==> src/rtl/audio_clk_rate_ctrl_if.sv <==
// Configuration handshake between the register block and the audio clock
// rate-change sequencer.
interface audio_clk_rate_ctrl_if #(
  parameter int N = 8
);
  logic         cfg_valid;
  logic         cfg_ready;
  logic [N-1:0] cfg_bclk_max;
  logic [N-1:0] cfg_lrck_max;

  modport master (output cfg_valid, cfg_bclk_max, cfg_lrck_max, input cfg_ready);
  modport slave  (input cfg_valid, cfg_bclk_max, cfg_lrck_max, output cfg_ready);
endinterface

==> src/rtl/audio_clk_rate_ctrl.sv <==
// Sequences BCLK/LRCLK divider rate changes: waits for an LRCLK frame boundary,
// holds both dividers in reset while their terminal counts change, then releases.
module audio_clk_rate_ctrl #(
  parameter int N            = 8,
  parameter int DEF_BCLK_MAX = 3,
  parameter int DEF_LRCK_MAX = 127,
  parameter int HOLD_CYCLES  = 4,
  parameter int TIMEOUT      = 1024
) (
  input  logic                     clk_clkin,
  input  logic                     reset_n,
  audio_clk_rate_ctrl_if.slave     cfg,
  input  logic                     lrck_q,
  output logic                     div_rst_n,
  output logic [N-1:0]             bclk_max,
  output logic [N-1:0]             lrck_max,
  output logic                     switching,
  output logic                     done,
  output logic                     timeout_err
);

  localparam logic [N-1:0] DEF_B     = N'(DEF_BCLK_MAX);
  localparam logic [N-1:0] DEF_L     = N'(DEF_LRCK_MAX);
  localparam logic [7:0]   HOLD_LAST = 8'(HOLD_CYCLES - 1);
  localparam logic [15:0]  TO_LAST   = 16'(TIMEOUT - 1);

  typedef enum logic [1:0] {IDLE, DRAIN, HOLD} state_t;

  state_t       state;
  logic [7:0]   hold_cnt;
  logic [15:0]  to_cnt;
  logic [N-1:0] pend_b, pend_l;
  logic         lrck_d;
  logic         startup;
  logic         fe;
  logic         same;

  assign fe   = lrck_d & ~lrck_q;
  assign same = (cfg.cfg_bclk_max == bclk_max) && (cfg.cfg_lrck_max == lrck_max);

  always_ff @(posedge clk_clkin or negedge reset_n) begin
    if (!reset_n) begin
      state         <= HOLD;
      hold_cnt      <= '0;
      to_cnt        <= '0;
      div_rst_n     <= 1'b0;
      bclk_max      <= DEF_B;
      lrck_max      <= DEF_L;
      pend_b        <= DEF_B;
      pend_l        <= DEF_L;
      cfg.cfg_ready <= 1'b0;
      switching     <= 1'b1;
      done          <= 1'b0;
      timeout_err   <= 1'b0;
      lrck_d        <= 1'b0;
      startup       <= 1'b1;
    end else begin
      lrck_d <= lrck_q;
      done   <= 1'b0;
      case (state)
        IDLE: begin
          if (cfg.cfg_valid && cfg.cfg_ready) begin
            pend_b      <= cfg.cfg_bclk_max;
            pend_l      <= cfg.cfg_lrck_max;
            timeout_err <= 1'b0;
            if (same) begin
              done <= 1'b1;
            end else begin
              state         <= DRAIN;
              to_cnt        <= '0;
              cfg.cfg_ready <= 1'b0;
              switching     <= 1'b1;
            end
          end
        end
        DRAIN: begin
          if (to_cnt != TO_LAST) to_cnt <= to_cnt + 16'd1;
          // Frame boundary wins over a coincident timeout.
          if (fe || (to_cnt == TO_LAST)) begin
            if (!fe) timeout_err <= 1'b1;
            state     <= HOLD;
            div_rst_n <= 1'b0;
            bclk_max  <= pend_b;
            lrck_max  <= pend_l;
            hold_cnt  <= '0;
          end
        end
        HOLD: begin
          hold_cnt <= hold_cnt + 8'd1;
          if (hold_cnt == HOLD_LAST) begin
            state         <= IDLE;
            div_rst_n     <= 1'b1;
            cfg.cfg_ready <= 1'b1;
            switching     <= 1'b0;
            done          <= ~startup;
            startup       <= 1'b0;
          end
        end
        default: state <= HOLD;
      endcase
    end
  end

endmodule

==> src/flat_wrapper.sv <==
// flat-port wrapper written by rule: the top's interface ports become plain ports
module audio_clk_rate_ctrl_flat 
#(
  parameter int N            = 8,
  parameter int DEF_BCLK_MAX = 3,
  parameter int DEF_LRCK_MAX = 127,
  parameter int HOLD_CYCLES  = 4,
  parameter int TIMEOUT      = 1024
)
  (clk_clkin, reset_n, lrck_q, div_rst_n, bclk_max, lrck_max, switching, done, timeout_err, cfg_cfg_valid, cfg_cfg_bclk_max, cfg_cfg_lrck_max, cfg_cfg_ready);
  audio_clk_rate_ctrl_if #(.N(N)) cfg_i ();
  input  logic clk_clkin;
  input  logic reset_n;
  input  logic lrck_q;
  output logic div_rst_n;
  output logic [N-1:0] bclk_max;
  output logic [N-1:0] lrck_max;
  output logic switching;
  output logic done;
  output logic timeout_err;
  input wire logic [$bits(cfg_i.cfg_valid)-1:0] cfg_cfg_valid;
  input wire logic [$bits(cfg_i.cfg_bclk_max)-1:0] cfg_cfg_bclk_max;
  input wire logic [$bits(cfg_i.cfg_lrck_max)-1:0] cfg_cfg_lrck_max;
  output wire logic [$bits(cfg_i.cfg_ready)-1:0] cfg_cfg_ready;
  assign cfg_i.cfg_valid = cfg_cfg_valid;
  assign cfg_i.cfg_bclk_max = cfg_cfg_bclk_max;
  assign cfg_i.cfg_lrck_max = cfg_cfg_lrck_max;
  assign cfg_cfg_ready = cfg_i.cfg_ready;
  audio_clk_rate_ctrl #(.N(N), .DEF_BCLK_MAX(DEF_BCLK_MAX), .DEF_LRCK_MAX(DEF_LRCK_MAX), .HOLD_CYCLES(HOLD_CYCLES), .TIMEOUT(TIMEOUT)) u_core (.clk_clkin(clk_clkin), .reset_n(reset_n), .cfg(cfg_i), .lrck_q(lrck_q), .div_rst_n(div_rst_n), .bclk_max(bclk_max), .lrck_max(lrck_max), .switching(switching), .done(done), .timeout_err(timeout_err));
endmodule
==> config.mk <==
export PLATFORM = sky130hd
export DESIGN_NAME = audio_clk_rate_ctrl_flat
export DESIGN_NICKNAME = d
export VERILOG_FILES = /design/src/rtl/audio_clk_rate_ctrl_if.sv /design/src/rtl/audio_clk_rate_ctrl.sv /design/src/flat_wrapper.sv
export SDC_FILE = /design/constraint.sdc
export NUM_CORES = 1
export LEC_CHECK = 0
export BUFFER_PORTS_ARGS = -buffer_cell sky130_fd_sc_hd__buf_2
export CAP_MARGIN = 10
export CORE_MARGIN = 10
export CORE_UTILIZATION = 55
export CTS_BUF_LIST = sky130_fd_sc_hd__clkbuf_8
export DETAILED_ROUTE_END_ITERATION = 10
export HOLD_SLACK_MARGIN = 0.15
export PLACE_DENSITY = 0.87
export SETUP_SLACK_MARGIN = 0.1
export SLEW_MARGIN = 20
export SYNTH_ARGS = -nofsm -noshare
export SYNTH_HDL_FRONTEND = slang
export SYNTH_SLANG_ARGS = --single-unit
==> constraint.sdc <==
create_clock -name clk_clkin -period 4.9 [get_ports clk_clkin]
set_clock_uncertainty 0.15 [all_clocks]
set_input_delay 0.735 -clock clk_clkin [delete_from_list [all_inputs] [get_ports clk_clkin]]
set_output_delay 0.735 -clock clk_clkin [all_outputs]
set_load 0.01 [all_outputs]
# == Word-level counts from Yosys, hierarchy flattened ==
# Cells that the tools add are included.
# word_totals
regBits,65
memories,0
latch_bits,0
ram_bits,0
in_bits,20
rom_bits,0
wordCells,77
out_inout_bits,21
# op_classes
n_mux,29
n_mul,0
n_reduce_logical,16
div_mod_pow,0
eq_ne,13
shift,0
addsub,2
bitwise_logic,3
order_cmp,0
# ops
op,count
16-bit two-way mux,3
16-bit case mux with 2 select lines,1
16-bit by 1-bit adder with 16-bit output (second input constant),1
16-bit by 10-bit equality test with 1-bit output (second input constant),1
8-bit equality test,2
16-bit by 10-bit != test with 1-bit output (second input constant),1
8-bit case mux with 2 select lines,1
4-bit AND reduction,4
1-bit two-way mux,13
1-bit case mux with 2 select lines,5
8-bit by 1-bit adder with 8-bit output (second input constant),1
8-bit by 2-bit equality test with 1-bit output (second input constant),1
2-bit two-way mux,4
8-bit two-way mux,1
2-bit by 1-bit != test with 1-bit output (second input constant),4
2-bit AND reduction,4
2-bit case mux with 3 select lines,1
2-bit nonzero test,3
2-bit != test (second input constant),2
3-bit AND reduction,1
2-bit by 1-bit equality test with 1-bit output (second input constant),1
2-bit equality test (second input constant),1
1-bit logical AND,2
2-bit logical NOT,1
3 further kinds,4

# == Logic depth before layout (Yosys ltp) ==
# logic_depth
depth_word,5
depth_mapped,9
mapped_depth_nobuf,7

# == Worst setup path after synthesis ==
# No wires, ideal clock.
# synth_path
kind,register to register
start,register u_core.to_cnt[12]
end,register u_core.bclk_max[6]
synth_period_minus_slack_ps,2565
arrival_time_ps,2290
slack_ps,2335
t_required_ps,4625
stages_incl_launch_ff,9
setup_time_ps,125
path_buffers,2
cell_sequence,dfrtp_1 > or4_1 > or4_1 > buf_4 > or2_4 > nand2_4 > nand2_4 > buf_12 > mux2_4
# synth_via
elab_chain_len,3
# synth_lines
element,line_no,rtl
from (decl),audio_clk_rate_ctrl.sv:31,logic [15:0] to_cnt;
from (signal assigned),audio_clk_rate_ctrl.sv:77,if (to_cnt != TO_LAST) to_cnt <= to_cnt + 16'd1;
16-bit by 10-bit equality test with 1-bit output,audio_clk_rate_ctrl.sv:79,if (fe || (to_cnt == TO_LAST)) begin
1-bit logical OR,audio_clk_rate_ctrl.sv:79,
2-bit AND reduction (no line),-,
to (signal assigned),audio_clk_rate_ctrl.sv:83,bclk_max <= pend_b;
to (decl),audio_clk_rate_ctrl.sv:15,"output logic [N-1:0] bclk_max,"
# Every way passes these cells.
# A chain may end at the register's enable or synchronous reset.

# == Worst setup path after layout ==
# layout_path
start,register u_core.to_cnt[12]
end,register u_core.hold_cnt[7]
# layout_via
elab_chain_len,4
# layout_lines
element,line_no,rtl
16-bit by 10-bit equality test with 1-bit output,audio_clk_rate_ctrl.sv:79,
1-bit logical OR,audio_clk_rate_ctrl.sv:79,
2-bit by 1-bit != test with 1-bit output (no line),-,
2-bit AND reduction (no line),-,
to (signal assigned),audio_clk_rate_ctrl.sv:89,hold_cnt <= hold_cnt + 8'd1;
to (decl),audio_clk_rate_ctrl.sv:30,logic [7:0] hold_cnt;
# Every way passes these cells.

==> impl_results.html <==
<table>
<tr><th>Metric</th><th>Value</th></tr>
<tr><th colspan="2">STA</th></tr>
<tr><td>Number of setup violations in the final report</td><td>0</td></tr>
<tr><td>Worst-margin pin slew</td><td>slightly above 0.8 ns</td></tr>
<tr><td>F_max</td><td>351 MHz</td></tr>
<tr><td>Max Transition Viols Final</td><td>0</td></tr>
<tr><td>Sum Neg Setup Slack</td><td>0 ns</td></tr>
<tr><td>Final cycle utilization of the critical path</td><td>58.1%</td></tr>
<tr><td>Worst rel slew slack</td><td>around 44%</td></tr>
<tr><td>Crit path time final</td><td>roughly 2.8 ns</td></tr>
<tr><td>Unrepaired setup endpoints after global routing</td><td>no</td></tr>
<tr><td>Hold slack</td><td>~0.32 ns</td></tr>
<tr><td>Hold violation count in the final report</td><td>0</td></tr>
<tr><th colspan="2">Detailed routing</th></tr>
<tr><td>Average via count per standard cell</td><td>about 6.0</td></tr>
<tr><td>Routed length per placed instance</td><td>around 17 um</td></tr>
<tr><td>Total detailed-routing wirelength</td><td>~7100 um</td></tr>
<tr><td>Iteration count of the initial detailed-routing pass</td><td>4</td></tr>
<tr><td>DRT antenna net count</td><td>0</td></tr>
<tr><td>Iter 0 DRT Violations</td><td>between 100 and 150</td></tr>
<tr><td>Drc violations</td><td>0</td></tr>
<tr><td>Total via count after detailed routing</td><td>2502</td></tr>
<tr><th colspan="2">Critical path</th></tr>
<tr><td>Category of the most critical setup path</td><td>reg2reg</td></tr>
<tr><td>Timing startpoint of the critical path</td><td>u_core.to_cnt[12]</td></tr>
<tr><td>Minimum setup slack among reg-to-reg paths</td><td>2.05 ns</td></tr>
<tr><td>R2r worst-path depth</td><td>6</td></tr>
<tr><td>Critical Path RT</td><td>around 5 ns</td></tr>
<tr><td>Critical path fanouts, max</td><td>18</td></tr>
<tr><td>Type of destination of the critical path</td><td>register</td></tr>
<tr><td>Endpoint of the worst setup timing path</td><td>u_core.hold_cnt[7]</td></tr>
<tr><td>Launching point of the worst reg2reg path</td><td>u_core.to_cnt[12]</td></tr>
<tr><td>Type of element launching the critical path</td><td>register</td></tr>
<tr><td>Data arrival time of the critical path</td><td>2.97 ns</td></tr>
<tr><td>Critical register-to-register path endpoint</td><td>u_core.hold_cnt[7]</td></tr>
<tr><th colspan="2">Floorplanning</th></tr>
<tr><td>Initial cell density of the core</td><td>between 50% and 60%</td></tr>
<tr><td>Number of core rows</td><td>28</td></tr>
<tr><td>Die X-Extent</td><td>97.7 um</td></tr>
<tr><td>Die area</td><td>about 0.0095 sq mm</td></tr>
<tr><td>Area of the core region</td><td>~0.0059 sq mm</td></tr>
<tr><td>Num ports</td><td>between 40 and 50</td></tr>
<tr><td>Vert. Die Dim</td><td>97.7 um</td></tr>
<tr><th colspan="2">Global route</th></tr>
<tr><td>Global-route wire length before repair</td><td>11900 um</td></tr>
<tr><td>GR Util All Layers</td><td>about 15%</td></tr>
<tr><td>Number of antenna violations at the first check in global routing</td><td>0</td></tr>
<tr><td>Final global-route overflow total</td><td>0</td></tr>
<tr><td>Number of global-route vias before repair</td><td>approximately 2500</td></tr>
<tr><td>Largest net degree at the start of global routing</td><td>66</td></tr>
<tr><th colspan="2">Yosys</th></tr>
<tr><td>Cells after synthesis</td><td>298</td></tr>
<tr><td>Number of distinct library cells after synthesis</td><td>52</td></tr>
<tr><td>Yosys synthesis warning count</td><td>0</td></tr>
<tr><td>Portion of synthesized cell area occupied by the leading cell type</td><td>between 30% and 40%</td></tr>
<tr><td>Yosys top cell by area</td><td>dfrtp_1</td></tr>
<tr><td>Share of synthesized area occupied by flip-flops and latches</td><td>about 50%</td></tr>
<tr><td>Most used flip-flop cell after synthesis</td><td>dfrtp_1</td></tr>
<tr><td>Largest cells by area after synthesis</td><td>dfrtp_1 33%, dfstp_2 17%, mux2_2 7.5%</td></tr>
<tr><td>Synthesized netlist net count</td><td>about 320</td></tr>
<tr><td>Post-Syn Area</td><td>0.00332 sq mm</td></tr>
<tr><td>Share of flip-flops with an asynchronous set or reset after synthesis</td><td>100%</td></tr>
<tr><td>Register bit count reported by yosys</td><td>65</td></tr>
<tr><td>Number of flops mapped to enable cells by yosys</td><td>0</td></tr>
<tr><td>Mean area per synthesized cell</td><td>around 11 sq um</td></tr>
<tr><th colspan="2">Flow run</th></tr>
<tr><td>Number of max-cap violations</td><td>0</td></tr>
<tr><th colspan="2">Layout</th></tr>
<tr><td>Most common library cell in the layout ignoring fill and taps</td><td>dfrtp_1</td></tr>
<tr><td>Area growth from synthesis to layout</td><td>12.8%</td></tr>
<tr><td>Ratio of cells with drive above 1 in the final layout</td><td>33.8%</td></tr>
<tr><td>Final cell count without fillers</td><td>between 400 and 500</td></tr>
<tr><td>Commonest cells after routing, fill and taps aside</td><td>44 x dfrtp_1, 40 x buf_2, 32 x nand2_1</td></tr>
<tr><td>Final #Nets</td><td>~360</td></tr>
<tr><td>Fill cell count</td><td>about 450</td></tr>
<tr><td>Number of antenna diodes</td><td>0</td></tr>
<tr><th colspan="2">Clock tree</th></tr>
<tr><td>CTS tree</td><td>done</td></tr>
<tr><td>Insertion delay to the later sink of the worst-skew pair</td><td>0.34 ns</td></tr>
<tr><td>Max Buffers Root-to-Sink</td><td>2</td></tr>
<tr><td>CTS sink cnt</td><td>65</td></tr>
<tr><td>Number of H-tree levels</td><td>3</td></tr>
<tr><td>Clock root buffer</td><td>clkbuf_8</td></tr>
<tr><td>Setup Fix Bufs, Post-CTS</td><td>0</td></tr>
<tr><td>Resized cells post-CTS</td><td>0</td></tr>
<tr><td>Clock buffers created by TritonCTS</td><td>9</td></tr>
<tr><td>Number of buffers added to fix hold violations after cts</td><td>0</td></tr>
<tr><td>Clock-pin slew reported for the worst setup and hold paths after clock tree synthesis</td><td>about 0.070 ns</td></tr>
<tr><th colspan="2">Pwr</th></tr>
<tr><td>Peak supply drop</td><td>0.000354 V</td></tr>
<tr><td>Static Leak</td><td>between 1.5 and 2 nW</td></tr>
<tr><td>Relative contribution of the clock network to total power</td><td>21.7%</td></tr>
<tr><td>Overall power after layout</td><td>2.06 mW</td></tr>
<tr><td>P_sw</td><td>approximately 0.7 mW</td></tr>
<tr><td>Int Power</td><td>1.35 mW</td></tr>
<tr><td>Sequential share of power</td><td>44.3%</td></tr>
<tr><td>Switching share of power</td><td>around a third</td></tr>
<tr><td>Combinational power share</td><td>34.1%</td></tr>
<tr><td>Power density normalized to cell area</td><td>around 550 mW/mm^2</td></tr>
<tr><th colspan="2">Placed design</th></tr>
<tr><td>Placed cell count</td><td>402</td></tr>
<tr><td>Global placement routability congestion</td><td>about 0.84</td></tr>
<tr><td>Final HPWL from detailed placement</td><td>roughly 4800 um</td></tr>
<tr><td>Number of buffer cells added on primary ports</td><td>40</td></tr>
<tr><th colspan="2">Run status</th></tr>
<tr><td>Run status</td><td>finished clean</td></tr>
<tr><th colspan="2">Worst hold path</th></tr>
<tr><td>Path category of the worst min-delay check</td><td>reg2reg</td></tr>
</table>
power groups by stage:
stage               clock, mW  sequential (mW)  combinational [mW]
global placement            0            0.901               0.673
finish                  0.447            0.914               0.703
global route            0.475            0.933               0.783
detailed placement          0            0.914               0.698
CTS                     0.453            0.911               0.709
floorplan                   0            0.919               0.477
final cells by class:
class                      instances  area, sq um  area share (%)
sequential                        65         1650            44.1
multi-input combinational        215         1570            41.9
timing repair buffer              42          215            5.74
clock buffer                      10          138            3.67
tap                               75         93.8            2.50
clock inverter                     6         58.8            1.57
inverter                           5         18.8           0.501
routing by layer:
metal	global-route usage, %	vias to the layer above	share of wire (%)
met5	0	-	0
met4	6.60	0	1.9
met3	4.05	12	5.6
met2	24.6	62	50
met1	17.1	1260	43
li1	-	1168	-
cells in the mapped netlist, drive strengths merged (2+ instances only):
master,instances
nand2,34
xor2,16
mux2,32
o32ai,2
o22a,3
mux2i,2
nor4,4
a21oi,6
o21ai,17
buf,2
clkbuf,11
nand3,20
dfrtp,44
ha,5
o221ai,3
inv,4
nor3,5
nand3b,3
o21a,6
o41ai,4
o31ai,4
nor2,11
a211o,2
or4,5
and3,7
a31oi,3
and2,2
dfstp,21
nand2b,3
metrics by stage:
stage / area [sq um] / utilization, % / worst slack (ns)
5_1_grt: 3750 / 63.7 / 1.91
3_3_place_gp: 3550 / 60.3 / 1.95
2_1_floorplan: 3320 / - / 2.33
6_report: 3750 / 63.7 / 2.05
3_5_place_dp: 3550 / 60.3 / 1.93
4_1_cts: 3750 / 63.7 / 2.07
worst min-delay path by stage:
| stage | depth (start not counted) | to | start | slack, ns |
|---|---|---|---|---|
| 5_1_grt | 1 | u_core.startup | u_core.startup | 0.34 |
| 3_3_place_gp | 1 | u_core.startup | u_core.startup | 0.30 |
| 6_report | 1 | u_core.startup | u_core.startup | 0.32 |
| 3_5_place_dp | 1 | u_core.startup | u_core.startup | 0.31 |
| 2_1_floorplan | 0 | u_core.bclk_max[2] | reset_n | 0.29 |
| 4_1_cts | 1 | u_core.startup | u_core.startup | 0.32 |
flip-flops by register name, summed over array words and instances, names as in the netlist:
register	flops
u_core.state	2
u_core.startup	1
u_core.done	1
u_core.to_cnt	16
u_core.cfg.cfg_ready	1
u_core.lrck_max	8
u_core.lrck_d	1
u_core.bclk_max	8
u_core.pend_b	8
u_core.hold_cnt	8
u_core.switching	1
u_core.div_rst_n	1
u_core.timeout_err	1
u_core.pend_l	8
critical path, stage by stage, from the launching register on:
cell and delay [ns]:
dfrtp_1 0.43, or4_1 0.53, or4_1 0.60, nor2_8 0.23
o21ai_2 0.23, or4_1 0.53, nand3_1 0.09
kinds of logic after synthesis:
group / Yosys count / share of synthesized area (%)
xor+xnor: 16 / 4.22
simple gates: 103 / 16.7
mux: 34 / 12.6
fa+ha+maj: 5 / 1.88
compound gates: 57 / 11.9
flops: 65 / 49.8
buf+inv: 18 / 2.94
No activity file was read; power rests on OpenSTA's default activity.
